===== src/rtl/axi2per_res_channel.sv =====
// -----------------------------------------------------------------------------
// axi2per_res_channel
//   Response side of the AXI-slave-to-peripheral bridge. The companion request
//   channel pushes one info record {we, id, user, add_bit2} per peripheral
//   transaction it issues. Single-word peripheral responses arrive in issue
//   order and are paired with the oldest info record, then returned to the
//   AXI master as an R beat (reads) or a B beat (writes).
//
//   A credit counter bounds the outstanding transactions to BUFFER_DEPTH, so
//   the response FIFO never overflows even though the peripheral response has
//   no ready signal.
//
// Ports
//   clk_i, rst_ni              clock, asynchronous active-low reset
//   per_master_r_*_i           peripheral response (valid, opc error, rdata)
//   axi_slave_r_*              AXI R channel (valid/data/resp/last/id/user/ready)
//   axi_slave_b_*              AXI B channel (valid/resp/id/user/ready)
//   trans_*_i                  transaction info from the request channel
//   trans_ready_o              credit available for a new transaction
//
// Optional feature
//   AXI2PER_ERR_RESP_EN : when defined, opc is stored with the read data and a
//   set opc returns SLVERR (2'b10) on R or B. When undefined, resp is always
//   OKAY and the response FIFO is one bit narrower.
// -----------------------------------------------------------------------------
module axi2per_res_channel #(
  parameter int PER_DATA_WIDTH = 32,
  parameter int AXI_DATA_WIDTH = 64,
  parameter int AXI_ID_WIDTH   = 6,
  parameter int AXI_USER_WIDTH = 6,
  parameter int BUFFER_DEPTH   = 2
) (
  input  logic                      clk_i,
  input  logic                      rst_ni,
  input  logic                      per_master_r_valid_i,
  input  logic                      per_master_r_opc_i,
  input  logic [PER_DATA_WIDTH-1:0] per_master_r_rdata_i,
  output logic                      axi_slave_r_valid_o,
  output logic [AXI_DATA_WIDTH-1:0] axi_slave_r_data_o,
  output logic [1:0]                axi_slave_r_resp_o,
  output logic                      axi_slave_r_last_o,
  output logic [AXI_ID_WIDTH-1:0]   axi_slave_r_id_o,
  output logic [AXI_USER_WIDTH-1:0] axi_slave_r_user_o,
  input  logic                      axi_slave_r_ready_i,
  output logic                      axi_slave_b_valid_o,
  output logic [1:0]                axi_slave_b_resp_o,
  output logic [AXI_ID_WIDTH-1:0]   axi_slave_b_id_o,
  output logic [AXI_USER_WIDTH-1:0] axi_slave_b_user_o,
  input  logic                      axi_slave_b_ready_i,
  input  logic                      trans_req_i,
  input  logic                      trans_we_i,
  input  logic [AXI_ID_WIDTH-1:0]   trans_id_i,
  input  logic [AXI_USER_WIDTH-1:0] trans_user_i,
  input  logic                      trans_add_bit2_i,
  output logic                      trans_ready_o
);

  localparam int PW = $clog2(BUFFER_DEPTH);
  localparam int CW = $clog2(BUFFER_DEPTH + 1);
  localparam int IW = 2 + AXI_ID_WIDTH + AXI_USER_WIDTH;
`ifdef AXI2PER_ERR_RESP_EN
  localparam int RW = PER_DATA_WIDTH + 1;
`else
  localparam int RW = PER_DATA_WIDTH;
`endif

  logic [IW-1:0] info_mem_q [BUFFER_DEPTH];
  logic [RW-1:0] resp_mem_q [BUFFER_DEPTH];
  // Pointers carry one extra wrap bit to tell full from empty.
  logic [PW:0]   info_wr_q, info_rd_q;
  logic [PW:0]   resp_wr_q, resp_rd_q;
  logic [CW-1:0] cnt_q, cnt_d;

  logic          info_empty, resp_empty, resp_full;
  logic          info_push, resp_push, pair_vld, hs;
  logic [IW-1:0] head_info;
  logic [RW-1:0] head_resp;
  logic          head_we, head_b2, head_err;
  logic [AXI_ID_WIDTH-1:0]   head_id;
  logic [AXI_USER_WIDTH-1:0] head_user;
  logic [PER_DATA_WIDTH-1:0] head_data;
  logic [1:0]    head_resp_code;

  assign info_empty = (info_wr_q == info_rd_q);
  assign resp_empty = (resp_wr_q == resp_rd_q);
  assign resp_full  = (resp_wr_q[PW] != resp_rd_q[PW]) &&
                      (resp_wr_q[PW-1:0] == resp_rd_q[PW-1:0]);

  // The credit count equals info-FIFO occupancy, so an accepted request can
  // never find the info FIFO full.
  assign trans_ready_o = (cnt_q < CW'(BUFFER_DEPTH));
  assign info_push     = trans_req_i && trans_ready_o;
  // A response without a pending transaction is dropped; a pop in the same
  // cycle frees the slot a full response FIFO would otherwise lack.
  assign resp_push     = per_master_r_valid_i && !info_empty && (!resp_full || hs);

  assign head_info = info_mem_q[info_rd_q[PW-1:0]];
  assign head_resp = resp_mem_q[resp_rd_q[PW-1:0]];
  assign {head_we, head_id, head_user, head_b2} = head_info;
  assign head_data = head_resp[RW-1 -: PER_DATA_WIDTH];
`ifdef AXI2PER_ERR_RESP_EN
  assign head_err = head_resp[0];
`else
  assign head_err = 1'b0;
`endif
  assign head_resp_code = head_err ? 2'b10 : 2'b00;

  assign pair_vld = !info_empty && !resp_empty;
  assign hs       = pair_vld && (head_we ? axi_slave_b_ready_i : axi_slave_r_ready_i);

  assign axi_slave_r_valid_o = pair_vld && !head_we;
  assign axi_slave_b_valid_o = pair_vld && head_we;
  assign axi_slave_r_data_o  = head_b2 ?
      {head_data, {(AXI_DATA_WIDTH-PER_DATA_WIDTH){1'b0}}} :
      {{(AXI_DATA_WIDTH-PER_DATA_WIDTH){1'b0}}, head_data};
  assign axi_slave_r_resp_o  = head_resp_code;
  assign axi_slave_r_last_o  = 1'b1;
  assign axi_slave_r_id_o    = head_id;
  assign axi_slave_r_user_o  = head_user;
  assign axi_slave_b_resp_o  = head_resp_code;
  assign axi_slave_b_id_o    = head_id;
  assign axi_slave_b_user_o  = head_user;

  always_comb begin
    cnt_d = cnt_q;
    case ({info_push, hs})
      2'b10:   cnt_d = cnt_q + 1'b1;
      2'b01:   cnt_d = cnt_q - 1'b1;
      default: cnt_d = cnt_q;
    endcase
  end

  always_ff @(posedge clk_i or negedge rst_ni) begin
    if (!rst_ni) begin
      info_wr_q <= '0;
      info_rd_q <= '0;
      resp_wr_q <= '0;
      resp_rd_q <= '0;
      cnt_q     <= '0;
      for (int i = 0; i < BUFFER_DEPTH; i++) begin
        info_mem_q[i] <= '0;
        resp_mem_q[i] <= '0;
      end
    end else begin
      cnt_q <= cnt_d;
      if (info_push) begin
        info_mem_q[info_wr_q[PW-1:0]] <= {trans_we_i, trans_id_i, trans_user_i, trans_add_bit2_i};
        info_wr_q <= info_wr_q + 1'b1;
      end
      if (resp_push) begin
`ifdef AXI2PER_ERR_RESP_EN
        resp_mem_q[resp_wr_q[PW-1:0]] <= {per_master_r_rdata_i, per_master_r_opc_i};
`else
        resp_mem_q[resp_wr_q[PW-1:0]] <= per_master_r_rdata_i;
`endif
        resp_wr_q <= resp_wr_q + 1'b1;
      end
      if (hs) begin
        info_rd_q <= info_rd_q + 1'b1;
        resp_rd_q <= resp_rd_q + 1'b1;
      end
    end
  end

  a_no_req_without_credit : assert property (@(posedge clk_i) disable iff (!rst_ni)
    !(trans_req_i && !trans_ready_o))
    else $error("trans_req_i asserted without credit");
  a_no_resp_overflow : assert property (@(posedge clk_i) disable iff (!rst_ni)
    !(per_master_r_valid_i && resp_full && !hs))
    else $error("peripheral response while response FIFO full");
  a_no_orphan_resp : assert property (@(posedge clk_i) disable iff (!rst_ni)
    !(per_master_r_valid_i && info_empty))
    else $error("peripheral response with no outstanding transaction");

endmodule


===== config.mk =====
export PLATFORM = sky130hd
export DESIGN_NAME = axi2per_res_channel
export DESIGN_NICKNAME = d
export VERILOG_FILES = /design/src/rtl/axi2per_res_channel.sv
export SDC_FILE = /design/constraint.sdc
export NUM_CORES = 1
export LEC_CHECK = 0
export ABC_AREA = 0
export CAP_MARGIN = 10
export CORE_MARGIN = 2
export CORE_UTILIZATION = 51
export CTS_CLUSTER_DIAMETER = 60
export DETAILED_ROUTE_END_ITERATION = 8
export GPL_ROUTABILITY_DRIVEN = 0
export PLACE_DENSITY_LB_ADDON = 0.1
export REMOVE_ABC_BUFFERS = 1
export SKIP_CTS_REPAIR_TIMING = 1
export SYNTH_ARGS = -nofsm -noshare
export SYNTH_HDL_FRONTEND = slang
export SYNTH_SLANG_ARGS = --single-unit

===== constraint.sdc =====
create_clock -name clk_i -period 6.3 [get_ports clk_i]
set_clock_uncertainty 0.1 [all_clocks]
set_input_delay 1.26 -clock clk_i [delete_from_list [all_inputs] [get_ports clk_i]]
set_output_delay 1.26 -clock clk_i [all_outputs]
set_load 0.01 [all_outputs]

# Word-level counts from Yosys, hierarchy flattened
# Cells that the tools add are included.
dict set report classes {
  add_sub_neg 6
  reduce_logical 16
  n_mux 15
  order_cmp 7
  n_eq_ne 6
  n_bitwise 4
}
# operator count
set ops {}
lappend ops {{2-to-1 mux 32 bit} 4}
lappend ops {{bitwise mux 64 bit} 1}
lappend ops {{2-to-1 mux 64 bit} 1}
lappend ops {{2-to-1 mux 14 bit} 4}
lappend ops {{demux 32 bit (select 1 bit)} 1}
lappend ops {{bitwise mux 28 bit} 1}
lappend ops {{demux 14 bit (select 1 bit)} 1}
lappend ops {{adder 2 x 1 -> 2 bit, second input constant} 5}
lappend ops {{logical AND 1 bit} 10}
lappend ops {{>= comparator 2 bit, second input constant} 4}
lappend ops {{NOT 1 -> 2 bit} 4}
lappend ops {{equality test 2 bit} 2}
lappend ops {{logical NOT 1 bit} 4}
lappend ops {{less-than comparator 2 x 1 -> 1 bit, second input constant} 2}
lappend ops {{one-hot mux 2 bit (2 select lines)} 1}
lappend ops {{equality test 2 x 1 -> 1 bit, second input constant} 1}
lappend ops {{equality test 2 bit, second input constant} 1}
lappend ops {{less-than comparator 2 bit, second input constant} 1}
lappend ops {{nonzero test 2 bit} 1}
lappend ops {{subtractor 2 x 1 -> 2 bit, second input constant} 1}
lappend ops {{equality test 1 bit} 1}
lappend ops {{logical OR 1 bit} 1}
lappend ops {{2-to-1 mux 1 bit} 1}
lappend ops {{inequality test 1 bit} 1}
dict set report totals {
  elab_cells 63
  input_bits 53
  out_inout_bits 96
  ff_bits 102
}

# Longest topological paths before layout
dict set report depth {
  word_depth 8
  mapped_depth 8
  ltp_nobuf 7
}

# Least setup slack after synthesis
# No wires, ideal clock.
dict set report synth_path {
  path_type {flip-flop to output port}
  start {register resp_rd_q[0]}
  end {output axi_slave_r_data_o[0]}
  arrival_ns 1.473
  path_stages_with_launch 5
  n_path_buf 2
  slack_ns 3.467
  cell_sequence {dfrtp_1 -> clkbuf_1 -> clkbuf_1 -> mux2i_1 -> nor2_1}
}
dict set report synth_via {
  elab_chain_cells 5
}
# element line
set synth_rtl {}
lappend synth_rtl {{start: declaration} 71} ;# logic [PW:0] resp_wr_q, resp_rd_q;
lappend synth_rtl {{start signal: assignment} 160} ;# resp_rd_q <= resp_rd_q + 1'b1;
lappend synth_rtl {{NOT 1 -> 2 bit (implied by the code)} 98} ;# assign head_resp = resp_mem_q[resp_rd_q[PW-1:0]];
lappend synth_rtl {{2-to-1 mux 32 bit (implied by the code) (3 in a row)} 98}
lappend synth_rtl {{2-to-1 mux 64 bit} 113} ;# assign axi_slave_r_data_o = head_b2 ?
lappend synth_rtl {{end: declaration} 39} ;# output logic [AXI_DATA_WIDTH-1:0] axi_slave_r_data_o,
# Every way passes these cells. The select of a mux whose other input is x is not followed.

# Worst setup path in the final report
dict set report layout_path {
  start {register resp_rd_q[0]}
  end {output axi_slave_r_valid_o}
}
dict set report layout_via {
  elab_chain_cells 4
}
# element line
set layout_rtl {}
lappend layout_rtl {{equality test 2 bit} 85} ;# assign resp_empty = (resp_wr_q == resp_rd_q);
lappend layout_rtl {{logical NOT 1 bit} 108} ;# assign pair_vld = !info_empty && !resp_empty;
lappend layout_rtl {{logical AND 1 bit} 108}
lappend layout_rtl {{logical AND 1 bit} 111} ;# assign axi_slave_r_valid_o = pair_vld && !head_we;
lappend layout_rtl {{end: declaration} 38} ;# output logic axi_slave_r_valid_o,
# Every way passes these cells.

==> metrics.csv <==
metric,value,unit
NetSw,1530,uW
sequential area share after synthesis,50.9,%
Synth top area share,50.9,%
Arrival @ worst endpoint,2.63,ns
multi-input logic area,0.00221,sq mm
Comb pwr share,61.0,%
GRT Total Usage,19.3,%
worst hold stages,1,
Initial Util,52.0,%
Crit. End Element,output port,
Internal,2710,uW
Ports,149,
WS Path Type,flip-flop to output port,
YS warnings,0,
"most common cell after layout, fill and taps aside",clkdlybuf4s50_1,
syn avg cell area,12.9,sq um
hold path startpoint,info_rd_q[1],
WHS Endpoint,info_rd_q[1],
PwrDens,643,mW/mm^2
dpl hpwl,6.91,mm
WP data required,4.94,ns
Sw Share,36.1,%
Detailed Route WL,10.2,mm
cts bufs inserted,9,
Fin. Hold Viols,0,
Die Area,0.0106,sq mm
"Cell Area, Synth",0.00501,sq mm
total power,4240,uW
Post-synth EDFFs,0,
vias in the first global route,3272,
unrepaired setup endpoints after global routing,no,
"commonest non-fill, non-tap cells in the layout","clkdlybuf4s50_1 (141), dfrtp_1 (101), mux2_2 (75)",
diode count,0,
leakage,0.00286,uW
overflow left after global routing,0,
Worst-path clk slew,0.10,ns
Synth Register Bits,102,
CTS tree,built,
Inst Count DP,633,
ANT nets after route,0,
Slew @ Worst Pin,1.11,ns
Post-Layout Cell Count,649,
DP Worst Slack,2.60,ns
outcome,completed,
top cell type by total area after synthesis,dfrtp_1,
largest net degree at the start of global routing,56,
CTS sink count,102,
Routed WL per cell,15.7,um
row count,36,
layout cells sized above 1,25.4,%
Die W,103,um
Slew HR,25.9,%
H-Tree Level Count,3,
worst r2r path cells,5,
drc violations,0,
first-pass GRT wire length,15.8,mm
"FFs w/ async S/R, synth",100,%
FF+latch area,0.00255,sq mm
Layout area overhead,31.5,%
prevailing post-synth register cell,dfrtp_1,
clk root buf,clkbuf_8,
worst min-delay path class,flip-flop to flip-flop,
maximum capacitance violations,0,
VDD IR max,332,uV
CTS Buffer Depth,2,
top post-synthesis cells by area,"dfrtp_1 (51%), mux2_2 (17%), mux2_4 (9.3%)",
Iteration-0 DRC Markers,72,
Setup-failing EPs final,0,
setup_tns,0,ns
vias per inst,5.06,
Vias,3285,
cells after synthesis,388,
port bufs,142,
Nets,565,
Reg-to-Reg End,resp_mem_q[17],
fill count,743,
DRT Pass-1 Iters,4,
reg2reg setup slack,3.26,ns
min Tclk post-route,3.99,ns
crit share post-route,63.3,%
reg2reg start,info_rd_q[0],
Clock Latency Late Sink,0.36,ns
CORE AREA,0.00964,sq mm
fin worst setup slack,2.31,ns
initial antenna violation count,0,
clock power share,9.6,%
worst hold slack,0.392,ns
Synth cell types,26,
Die Height,103,um
fmax,0.251,GHz
Max Slew Vio Count,0,
CP Launch Type,flip-flop,
worst-path maximum fanout,38,
Sequential Power Share,29.4,%
[power groups by stage]
stage                     clock [uW]  combinational (uW)  sequential (uW)
after floorplan                    0                1470             1200
after global placement             0                2550             1240
after detailed placement           0                2600             1260
after CTS                        419                2620             1250
after global routing             443                2780             1290
final                            406                2580             1250
[flip-flops by register name, summed over array words and instances (netlist names)]
register / cells
cnt_q: 2
info_mem_q: 28
info_rd_q: 2
info_wr_q: 2
resp_mem_q: 64
resp_rd_q: 2
resp_wr_q: 2
[cells by family after synthesis]
group           count (synthesis)  synth area share (%)
buf+inv                        41                  5.39
mux                           141                  33.4
flops                         102                  50.9
fa+ha+maj                       1                 0.250
simple gates                   76                  5.82
other cells                     2                 0.150
compound gates                 11                  1.62
xor+xnor                       14                  2.45
[stage by stage]
stage	area, sq um	util [%]
after CTS	6590	68.4
after global placement	6400	66.4
final	6590	68.4
after floorplan	4770	-
after detailed placement	6400	66.4
after global routing	6590	68.4
[cells in the mapped netlist (all sizes together) (2+ instances only)]
library cell  count
mux2            106
dfrtp           102
nor2             69
mux2i            35
buf              24
clkbuf           13
xnor2             7
xor2              7
inv               4
nand2             4
o21ai             3
a31o              2
conb              2
[critical path, stage by stage (launching register included)]
cell	delay, ns
dfrtp_2	1.12
xor2_1	0.17
o22ai_1	0.39
nor2_1	0.09
clkdlybuf4s50_1	0.50
[worst max path at each step]
stage / startpoint / to / slack [ns] / cells after the start
after floorplan: info_rd_q[0] / axi_slave_r_data_o[32] / 2.62 / 2
after global placement: axi_slave_r_ready_i / resp_mem_q[3] / 2.64 / 4
after global routing: resp_rd_q[0] / axi_slave_r_valid_o / 2.14 / 4
after CTS: resp_rd_q[0] / axi_slave_r_valid_o / 2.26 / 4
after detailed placement: axi_slave_r_ready_i / resp_mem_q[25] / 2.60 / 4
final: resp_rd_q[0] / axi_slave_r_valid_o / 2.31 / 4
[per-layer routing]
layer	part of all wire [%]	track usage [%]	vias up
met1	44	25.4	1642
met5	0	0	-
met2	51	32.9	87
met3	4.6	2.92	10
met4	1.2	6.07	0
li1	-	-	1546
[cell type report]
| class | instances | area share (%) |
|---|---|---|
| Sequential cell | 102 | 38.8 |
| Multi-Input combinational cell | 248 | 33.6 |
| Timing Repair Buffer | 146 | 22.0 |
| Tap cell | 133 | 2.53 |
| Clock buffer | 11 | 1.99 |
| Clock inverter | 5 | 0.912 |
| Inverter | 4 | 0.228 |
Power figures use the tool's default switching activity.
